<file path="config.mk">
export PLATFORM = sky130hd
export DESIGN_NAME = viterbi_frame_arbiter_flat
export DESIGN_NICKNAME = d
export VERILOG_FILES = /design/src/rtl/viterbi_frame_arbiter_if.sv /design/src/rtl/viterbi_frame_arbiter.sv /design/src/flat_wrapper.sv
export SDC_FILE = /design/constraint.sdc
export NUM_CORES = 1
export LEC_CHECK = 0
export ABC_AREA = 0
export CORE_MARGIN = 2
export CORE_UTILIZATION = 40
export CTS_CLUSTER_DIAMETER = 40
export DETAILED_ROUTE_END_ITERATION = 8
export PLACE_DENSITY = 0.73
export SLEW_MARGIN = 20
export SYNTH_ARGS = -nofsm -noshare
export SYNTH_HDL_FRONTEND = slang
export SYNTH_SLANG_ARGS = --single-unit
</file>
<file path="constraint.sdc">
create_clock -name clk -period 3.51 [get_ports clk]
set_input_delay 1.053 -clock clk [delete_from_list [all_inputs] [get_ports clk]]
set_output_delay 1.053 -clock clk [all_outputs]
set_load 0.005 [all_outputs]
</file>
<file path="src/rtl/viterbi_frame_arbiter_if.sv">
// Bundle of request, decoder and completion signals shared between the
// frame arbiter (master) and the requesters/decoder/consumer side (slave).
interface viterbi_frame_arbiter_if #(
    parameter int NREQ = 4
);
    logic [NREQ-1:0]   req;
    logic [NREQ*8-1:0] req_len;
    logic [NREQ-1:0]   gnt;
    logic              dec_start;
    logic [7:0]        dec_frame_len;
    logic              dec_done;
    logic [7:0]        dec_out_len;
    logic              cpl_valid;
    logic [1:0]        cpl_id;
    logic [7:0]        cpl_len;
    logic              cpl_timeout;
    logic              cpl_ready;
    logic              busy;

    modport master (
        input  req, req_len, dec_done, dec_out_len, cpl_ready,
        output gnt, dec_start, dec_frame_len, cpl_valid, cpl_id, cpl_len,
               cpl_timeout, busy
    );

    modport slave (
        output req, req_len, dec_done, dec_out_len, cpl_ready,
        input  gnt, dec_start, dec_frame_len, cpl_valid, cpl_id, cpl_len,
               cpl_timeout, busy
    );
endinterface

</file>
<file path="src/rtl/viterbi_frame_arbiter.sv">
// Round-robin arbiter that lets NREQ requesters take turns on a single
// Viterbi decoder: one frame at a time, with a start pulse, a bounded wait
// for the decoder, and a held completion record for the consumer.
module viterbi_frame_arbiter #(
    parameter int NREQ    = 4,
    parameter int TIMEOUT = 300
) (
    input  logic                    clk,
    input  logic                    rst_n,
    viterbi_frame_arbiter_if.master bus
);
    localparam int IDW  = (NREQ > 1) ? $clog2(NREQ) : 1;
    localparam int CNTW = $clog2(TIMEOUT + 1);

    typedef enum logic [1:0] {
        IDLE  = 2'd0,
        START = 2'd1,
        WAIT  = 2'd2,
        CPL   = 2'd3
    } state_t;

    state_t          state;
    logic [IDW-1:0]  id;
    logic [IDW-1:0]  last_id;
    logic [CNTW-1:0] wait_cnt;

    logic            pick_valid;
    logic [IDW-1:0]  pick_id;
    logic [7:0]      pick_len;
    logic [NREQ-1:0] pick_onehot;

    // Round-robin pick: first requesting index after the last completed one, wrapping.
    always_comb begin
        pick_valid = 1'b0;
        pick_id    = '0;
        for (int k = 1; k <= NREQ; k++) begin
            if (!pick_valid && bus.req[(int'(last_id) + k) % NREQ]) begin
                pick_valid = 1'b1;
                pick_id    = IDW'((int'(last_id) + k) % NREQ);
            end
        end
        pick_len    = bus.req_len[8*int'(pick_id) +: 8];
        pick_onehot = NREQ'(1) << pick_id;
    end

    // Frame sequencing FSM; every output is registered here.
    always_ff @(posedge clk or negedge rst_n) begin
        if (!rst_n) begin
            state             <= IDLE;
            id                <= '0;
            last_id           <= IDW'(NREQ - 1);
            wait_cnt          <= '0;
            bus.gnt           <= '0;
            bus.dec_start     <= 1'b0;
            bus.dec_frame_len <= 8'd0;
            bus.cpl_valid     <= 1'b0;
            bus.cpl_id        <= 2'd0;
            bus.cpl_len       <= 8'd0;
            bus.cpl_timeout   <= 1'b0;
            bus.busy          <= 1'b0;
        end else begin
            case (state)
                IDLE: begin
                    if (pick_valid) begin
                        id                <= pick_id;
                        bus.gnt           <= pick_onehot;
                        bus.dec_frame_len <= pick_len;
                        bus.busy          <= 1'b1;
                        if (pick_len == 8'd0) begin
                            // Empty frame: skip the decoder entirely.
                            state           <= CPL;
                            bus.cpl_valid   <= 1'b1;
                            bus.cpl_id      <= 2'(pick_id);
                            bus.cpl_len     <= 8'd0;
                            bus.cpl_timeout <= 1'b0;
                        end else begin
                            state         <= START;
                            bus.dec_start <= 1'b1;
                        end
                    end
                end
                START: begin
                    bus.dec_start <= 1'b0;
                    wait_cnt      <= '0;
                    state         <= WAIT;
                end
                WAIT: begin
                    if (bus.dec_done) begin
                        state           <= CPL;
                        bus.cpl_valid   <= 1'b1;
                        bus.cpl_id      <= 2'(id);
                        bus.cpl_len     <= bus.dec_out_len;
                        bus.cpl_timeout <= 1'b0;
                    end else if (wait_cnt == CNTW'(TIMEOUT - 1)) begin
                        state           <= CPL;
                        bus.cpl_valid   <= 1'b1;
                        bus.cpl_id      <= 2'(id);
                        bus.cpl_len     <= 8'd0;
                        bus.cpl_timeout <= 1'b1;
                    end else begin
                        wait_cnt <= wait_cnt + CNTW'(1);
                    end
                end
                CPL: begin
                    if (bus.cpl_ready) begin
                        state         <= IDLE;
                        last_id       <= id;
                        bus.gnt       <= '0;
                        bus.cpl_valid <= 1'b0;
                        bus.busy      <= 1'b0;
                    end
                end
                default: begin
                    state <= IDLE;
                end
            endcase
        end
    end
endmodule

</file>
<file path="src/flat_wrapper.sv">
// flat-port wrapper written by rule: the top's interface ports become plain ports
module viterbi_frame_arbiter_flat 
#(
    parameter int NREQ    = 4,
    parameter int TIMEOUT = 300
)
  (clk, rst_n, bus_req, bus_req_len, bus_dec_done, bus_dec_out_len, bus_cpl_ready, bus_gnt, bus_dec_start, bus_dec_frame_len, bus_cpl_valid, bus_cpl_id, bus_cpl_len, bus_cpl_timeout, bus_busy);
  viterbi_frame_arbiter_if #(.NREQ(NREQ)) bus_i ();
  input  logic clk;
  input  logic rst_n;
  input wire logic [$bits(bus_i.req)-1:0] bus_req;
  input wire logic [$bits(bus_i.req_len)-1:0] bus_req_len;
  input wire logic [$bits(bus_i.dec_done)-1:0] bus_dec_done;
  input wire logic [$bits(bus_i.dec_out_len)-1:0] bus_dec_out_len;
  input wire logic [$bits(bus_i.cpl_ready)-1:0] bus_cpl_ready;
  output wire logic [$bits(bus_i.gnt)-1:0] bus_gnt;
  output wire logic [$bits(bus_i.dec_start)-1:0] bus_dec_start;
  output wire logic [$bits(bus_i.dec_frame_len)-1:0] bus_dec_frame_len;
  output wire logic [$bits(bus_i.cpl_valid)-1:0] bus_cpl_valid;
  output wire logic [$bits(bus_i.cpl_id)-1:0] bus_cpl_id;
  output wire logic [$bits(bus_i.cpl_len)-1:0] bus_cpl_len;
  output wire logic [$bits(bus_i.cpl_timeout)-1:0] bus_cpl_timeout;
  output wire logic [$bits(bus_i.busy)-1:0] bus_busy;
  assign bus_i.req = bus_req;
  assign bus_i.req_len = bus_req_len;
  assign bus_i.dec_done = bus_dec_done;
  assign bus_i.dec_out_len = bus_dec_out_len;
  assign bus_i.cpl_ready = bus_cpl_ready;
  assign bus_gnt = bus_i.gnt;
  assign bus_dec_start = bus_i.dec_start;
  assign bus_dec_frame_len = bus_i.dec_frame_len;
  assign bus_cpl_valid = bus_i.cpl_valid;
  assign bus_cpl_id = bus_i.cpl_id;
  assign bus_cpl_len = bus_i.cpl_len;
  assign bus_cpl_timeout = bus_i.cpl_timeout;
  assign bus_busy = bus_i.busy;
  viterbi_frame_arbiter #(.NREQ(NREQ), .TIMEOUT(TIMEOUT)) u_core (.clk(clk), .rst_n(rst_n), .bus(bus_i));
endmodule
</file>
==> flow_metrics.tcl, run 1 <==
set metrics [dict create \
    yosys-top-cells-area "dfrtp_1, mux2_4, nor3b_1" \
    dp.cells 369 \
    register_area_um2 1030 \
    antenna_cells 0 \
    wl_per_cell_um 16.2 \
    synth_seq_cells 41 \
    ant_nets 0 \
    htreeDepth 2 \
    fin_skew_ns 0.00791 \
    arrival_ns 3.78 \
    fin_nets 369 \
    clk_latency_ns 0.30 \
    cts_buffers 5 \
    crit_fanout 8 \
    synth_most_common_cell "dfrtp_1" \
    synth-main-ff-cell "dfrtp_1" \
    multi_input_area_um2 1460 \
    worst_r2r_path_depth 10 \
    root_buffer "clkbuf_8" \
    ys_types 47 \
    max-vdd-ir-drop_mv 0.382 \
    first_pass_iters 4 \
    antenna_found_initial 0 \
    synthCells 225 \
    synth_top_family_by_area "compound AO/OA/AOI/OAI gates" \
    drive_gt1_share_pct 25.3 \
    dp_slack_ns -0.879 \
    yosys-mux-area-fraction_pct 9.53 \
    setup_viol 11 \
    cts_tree "done" \
    violations "setup timing" \
    setup_tns_ns -0.778 \
    fin_crit_sh_pct 102 \
    synthToLayoutAreaGrowth_pct 60.0 \
    yosys_warnings 0 \
    cp_slowest_cell "or4_4" \
    core_um2 5610 \
    fp.dieH_um 80.7 \
    async_reset_ff_share_pct 100 \
    drv_cap 0 \
    fill_cells 449 \
    comb_power_share_pct 57.9 \
    start_kind "input pin" \
    power_frac_clock_pct 15.2 \
    cp-end-kind "flop" \
    grt.total_usage_pct 20.2 \
    synthSimpleGateAreaFrac_pct 18.1 \
    crit_type "input pin to flop" \
    max_freq_mhz 278 \
    holdBufCountCts 0 \
    crit_required_ns 3.70 \
    syn_nets 279 \
    die_w_um 80.7 \
    synth_top_area_share_pct 41.5 \
    dp_hpwl_um 4220 \
    crit_cells 11 \
    netlist_top_cells_count "dfrtp_1, nand2_1, nor3b_1, a211oi_1, nor2_1" \
    hold_violations 0 \
    min_period_ns 3.59 \
    via_per_inst 5.51 \
    crit_chain "buf_6 > o21ai_4 > o21ai_2 > a211o_1 > buf_12 > a211oi_4 > o22ai_2 > or4_4 > a2111o_1 > clkbuf_16 > mux2_4" \
    grt_pass1_vias 2144 \
    clock_sinks 41 \
    status "complete, but fails checks" \
    grt_max_degree 42 \
    crit_family "compound AO/OA/AOI/OAI gates" \
    cp_num_buf_inv 3 \
    cts_max_path_buffers 2 \
    synth-edff-count 0 \
    clk_pin_slew_ns 0.08 \
    slew_headroom_pct 39.1 \
    hold_depth 2 \
    swShare_pct 36.4 \
    syn-cell-area_um2 2350 \
    drtIter0Drc 81 \
    start_util_pct 41.9 \
    rows 27 \
    slew_violations 0 \
    synth-compound-area-share_pct 18.7 \
    seq_area_frac_synth_pct 43.7 \
    cp_slowest_stage_delay_ns 0.55 \
    numPortBuffers 73 \
    powerDensity_nw_per_um2 787 \
    grt_pass1_wl_um 9930 \
    synth_fa_ha_area_share_pct 3.19 \
    p_switching_uw 1080 \
    tightestPinTransition_ns 0.914 \
    drt_wl_total_um 6300 \
    gp_congestion 0.827 \
    rsz0062_at_grt "true" \
    setup_ws_ns -0.0810 \
    die_area_um2 6510 \
    via_count 2137 \
    avgSynthCellArea_um2 10.4 \
    p_int_uw 1880 \
    hold_path.class "flop to flop" \
    synth-xor-area-share_pct 1.86 \
    fin_cells 388 \
    drc 0 \
    ioPinCount 74 \
    p_leak_uw 0.00159 \
    seqPwrFrac_pct 26.9 \
    yosysTopAreaCell "dfrtp_1" \
    grt-ovfl-total 0 \
]
what timing repair did:
| action | in CTS | in global routing |
|---|---|---|
| endpoints found under the hold margin | 0 | 0 |
| pin swaps | 11 | 15 |
| resized for setup | 44 | 15 |
| setup buffers | 7 | 1 |
| cloned | 2 | 1 |
| setup endpoints to repair | 13 | 11 |
state kept, by name (all words and copies together) (netlist names):
| signal | cells |
|---|---|
| u_core.bus.busy | 1 |
| u_core.last_id | 2 |
| u_core.bus.dec_frame_len | 8 |
| u_core.bus.cpl_id | 2 |
| u_core.id | 2 |
| u_core.bus.cpl_len | 8 |
| u_core.bus.cpl_valid | 1 |
| u_core.bus.gnt | 4 |
| u_core.bus.cpl_timeout | 1 |
| u_core.state | 2 |
| u_core.wait_cnt | 9 |
| u_core.bus.dec_start | 1 |
layout make-up:
class,count,share of cell area (%)
clock buffers,5,1.83
clock inverters,3,1.73
multi-input cells,163,38.8
flip-flops and latches,41,27.3
repair buffers,95,27.0
inverters,9,0.898
well taps,72,2.40
placed cells by master, fill, tap and decap left out, drive strengths merged, types with 2 or more instances in the layout:
| master | count |
|---|---|
| clkbuf | 7 |
| nand2b | 4 |
| a32o | 4 |
| ha | 6 |
| bufinv | 2 |
| dfstp | 2 |
| clkdlybuf4s50 | 68 |
| nand4 | 3 |
| nand2 | 20 |
| a21oi | 5 |
| or3 | 2 |
| o31ai | 8 |
| xor2 | 2 |
| nor2b | 2 |
| mux2i | 4 |
| nor4 | 2 |
| inv | 9 |
| nor3b | 16 |
| o22ai | 5 |
| and2 | 2 |
| xnor2 | 3 |
| and3 | 8 |
| nor2 | 11 |
| dfrtp | 39 |
| buf | 24 |
| a211oi | 18 |
| mux2 | 13 |
| o21ai | 12 |
through the flow:
stage	hold WS (ns)	utilization, %	area, um^2	power [uW]
finish	0.508	67.1	3760	2960
global placement	0.485	58.7	3290	2150
global route	0.522	67.1	3760	3130
CTS	0.502	65.2	3660	2870
floorplan	0.468	-	2420	1600
detailed placement	0.474	58.7	3290	2160
power groups by stage:
stage                     registers [uW]  clock network, uW  logic, uW
after floorplan                      765                  0        839
after global placement               793                  0       1350
after detailed placement             795                  0       1370
after CTS                            790                458       1630
after global routing                 814                479       1840
final                                797                450       1710
metal layers:
metal | up-vias | share of wire (%) | track usage, %
met5 | - | 0 | 0
met4 | 0 | 3.4 | 10.0
met3 | 22 | 6.3 | 4.49
met2 | 85 | 48 | 32.8
met1 | 1025 | 43 | 25.4
li1 | 1005 | - | -
path summary, 6_finish.rpt:
kind | start | to | slack, ns
setup / recovery | bus_req[0] | u_core.bus.cpl_len[3] | -0.08
hold / removal | u_core.bus.dec_frame_len[1] | u_core.bus.dec_frame_len[1] | 0.51
setup reg to reg | u_core.last_id[1] | u_core.bus.cpl_len[3] | 0.01
hold reg to reg | u_core.bus.dec_frame_len[1] | u_core.bus.dec_frame_len[1] | 0.51
max in group asynchronous | rst_n | u_core.bus.dec_frame_len[4] | 2.05
min in group asynchronous | rst_n | u_core.wait_cnt[5] | 0.88
worst min-delay path, stage by stage (launching register included):
cell and delay, ns:
dfrtp_1 0.36, nand2_1 0.05, o31ai_1 0.06
cells by family (layout without fill, tap and decap cells):
kind of cell / after synthesis / count (layout)
buffers and inverters: 21 / 112
AO/OA/AOI/OAI: 59 / 59
XOR/XNOR: 5 / 5
multiplexers: 17 / 17
flip-flops: 41 / 41
AND/OR/NAND/NOR: 76 / 76
adder cells (fa/ha/maj): 6 / 6
Power figures use the tool's default switching activity.
==> run 2, diff against run 1 <==
Settings changed: CAP_MARGIN set to 10.
==> results of run 2 <==
The final DEF is identical to that of run 1; final timing and power are the same.
==> run 3, diff against run 2 <==
Settings changed: CORE_MARGIN 2 to 4.
==> flow_metrics.tcl, run 3 (synthesized netlist as in run 1, its figures left out) <==
set metrics [dict create \
    status "complete, but fails checks" \
    violations "setup timing" \
    min_period_ns 3.61 \
    via_count 2148 \
    fin_crit_sh_pct 103 \
    hold_start "u_core.bus.dec_frame_len[1]" \
    start_kind "input pin" \
    cp_slowest_cell "or4_4" \
    drtIter0Drc 90 \
    clk_pin_slew_ns 0.08 \
    crit_family "compound AO/OA/AOI/OAI gates" \
    max-vdd-ir-drop_mv 0.403 \
    die_w_um 84.7 \
    htreeDepth 2 \
    start_util_pct 41.9 \
    drv_cap 0 \
    p_leak_uw 0.00164 \
    cp_num_buf_inv 4 \
    cts_buffers 5 \
    hold_violations 0 \
    setup_tns_ns -0.998 \
    rows 27 \
    largest_reg_flops 9 \
    setup_viol 11 \
    dp_hpwl_um 4640 \
    rsz0062_at_grt "true" \
    grt_pass1_vias 2287 \
    hold_path.class "flop to flop" \
    worst_path_most_repeated_cell "buf_6" \
    dp.cells 378 \
    grt_busiest_layer "met2" \
    antenna_cells 0 \
    crit_required_ns 3.69 \
    grt_max_degree 42 \
    fill_cells 418 \
    clock_sinks 41 \
    root_buffer "clkbuf_8" \
    total_power_uw 3000 \
    fp.dieH_um 84.7 \
    grt-ovfl-total 0 \
    cts_tree "done" \
    ant_nets 0 \
    grt.total_usage_pct 19.1 \
    core_um2 5610 \
    final_util_pct 68.2 \
    top_register "u_core.wait_cnt" \
    drt_wl_total_um 6830 \
    synthToLayoutAreaGrowth_pct 62.6 \
    drc 0 \
    reg2reg_slack_ns 0 \
    tightestPinTransition_ns 0.934 \
    crit_type "input pin to flop" \
    crit_chain "buf_12 > mux2i_4 > o22ai_4 > or2_4 > buf_6 > buf_6 > a211oi_4 > o22ai_2 > or4_4 > a2111o_1 > clkbuf_16 > mux2_4" \
    drive_gt1_share_pct 27.7 \
    fin_cells 400 \
    slew_violations 0 \
    slew_headroom_pct 37.7 \
    cts_max_path_buffers 2 \
    clk_latency_ns 0.29 \
    holdBufCountCts 0 \
    grt_use_met1_pct 23.6 \
    fin_skew_ns 0.00274 \
    powerDensity_nw_per_um2 785 \
    hold_depth 2 \
    numPortBuffers 73 \
    final_cell_mix "clkdlybuf4s50_1, dfrtp_1, buf_4" \
    met3_usage_pct 4.81 \
    arrival_ns 3.79 \
    max_freq_mhz 277 \
    cp-end-kind "flop" \
    first_pass_iters 4 \
    setup_ws_ns -0.103 \
    die_area_um2 7170 \
    r2r-end "u_core.bus.cpl_len[5]" \
    gp_congestion 0.795 \
    cp_slowest_stage_delay_ns 0.50 \
    reg.largest.list "u_core.wait_cnt: 9 flops, u_core.bus.cpl_len: 8 flops, u_core.bus.dec_frame_len: 8 flops" \
    worst_r2r_path_depth 11 \
    mostFrequentLayoutCell "clkdlybuf4s50_1" \
    via_per_inst 5.37 \
    grt_pass1_wl_um 11000 \
    whs_endpoint "u_core.bus.dec_frame_len[1]" \
    fin_hold_ws_ns 0.494 \
    crit_fanout 6 \
    wl_per_cell_um 17.1 \
    fin_nets 381 \
    ioPinCount 74 \
    antenna_found_initial 0 \
    reg2reg_from "u_core.last_id[1]" \
    grtUsageMet2_pct 32.5 \
]
-- run 3: cell type report --
cell class,instances,area [um^2],share of cell area (%)
Multi-Input combinational cell,163,1450,37.9
Clock inverter,1,30.0,0.785
Clock buffer,7,86.3,2.26
Inverter,9,33.8,0.884
Tap cell,72,90.1,2.36
Sequential cell,41,1030,26.9
Timing Repair Buffer,107,1100,28.9
-- run 3: power by group --
group | internal [uW] | switching [uW]
sequential | 653 | 142
clock | 232 | 160
combinational | 1010 | 801
-- run 3: worst max-delay path by stage --
stage	start	to	slack, ns	depth (start not counted)
6_report	bus_req[1]	u_core.bus.cpl_len[5]	-0.10	12
5_1_grt	bus_req[1]	u_core.bus.cpl_len[2]	-0.16	12
4_1_cts	bus_req[3]	u_core.bus.cpl_timeout	-0.19	12
3_5_place_dp	bus_req[1]	u_core.bus.cpl_id[1]	-0.93	11
3_3_place_gp	bus_req[1]	u_core.bus.cpl_id[1]	-0.86	11
2_1_floorplan	bus_req[1]	u_core.bus.cpl_id[0]	-0.14	11
-- run 3: tightest hold or removal path, delay by kind of cell (launching register included) --
kind	cells	cell delay [ns]
DFF	1	0.35
AOI/OAI and AO/OA	1	0.06
and+or+nand+nor	1	0.05
-- run 3: stage by stage --
step                      setup WS, ns  area, um^2
after CTS                       -0.186        3750
after global placement          -0.861        3350
after floorplan                 -0.136        2420
after global routing            -0.162        3820
final                           -0.103        3820
after detailed placement        -0.927        3350
-- run 3: what timing repair did --
| item | CTS | global route |
|---|---|---|
| endpoints found under the hold margin | 0 | 0 |
| pin swaps | 15 | 10 |
| buffers inserted | 10 | 2 |
| gates resized for setup | 51 | 15 |
| cloned | 2 | 0 |
| setup endpoints to repair | 12 | 11 |
-- run 3: metal layers --
metal,share of wire [%],vias up,wire length [um]
met3,5.6,14,383
met5,0,-,0
met4,2.3,0,157
li1,-,1028,-
met1,43,1029,2920
met2,49,77,3360
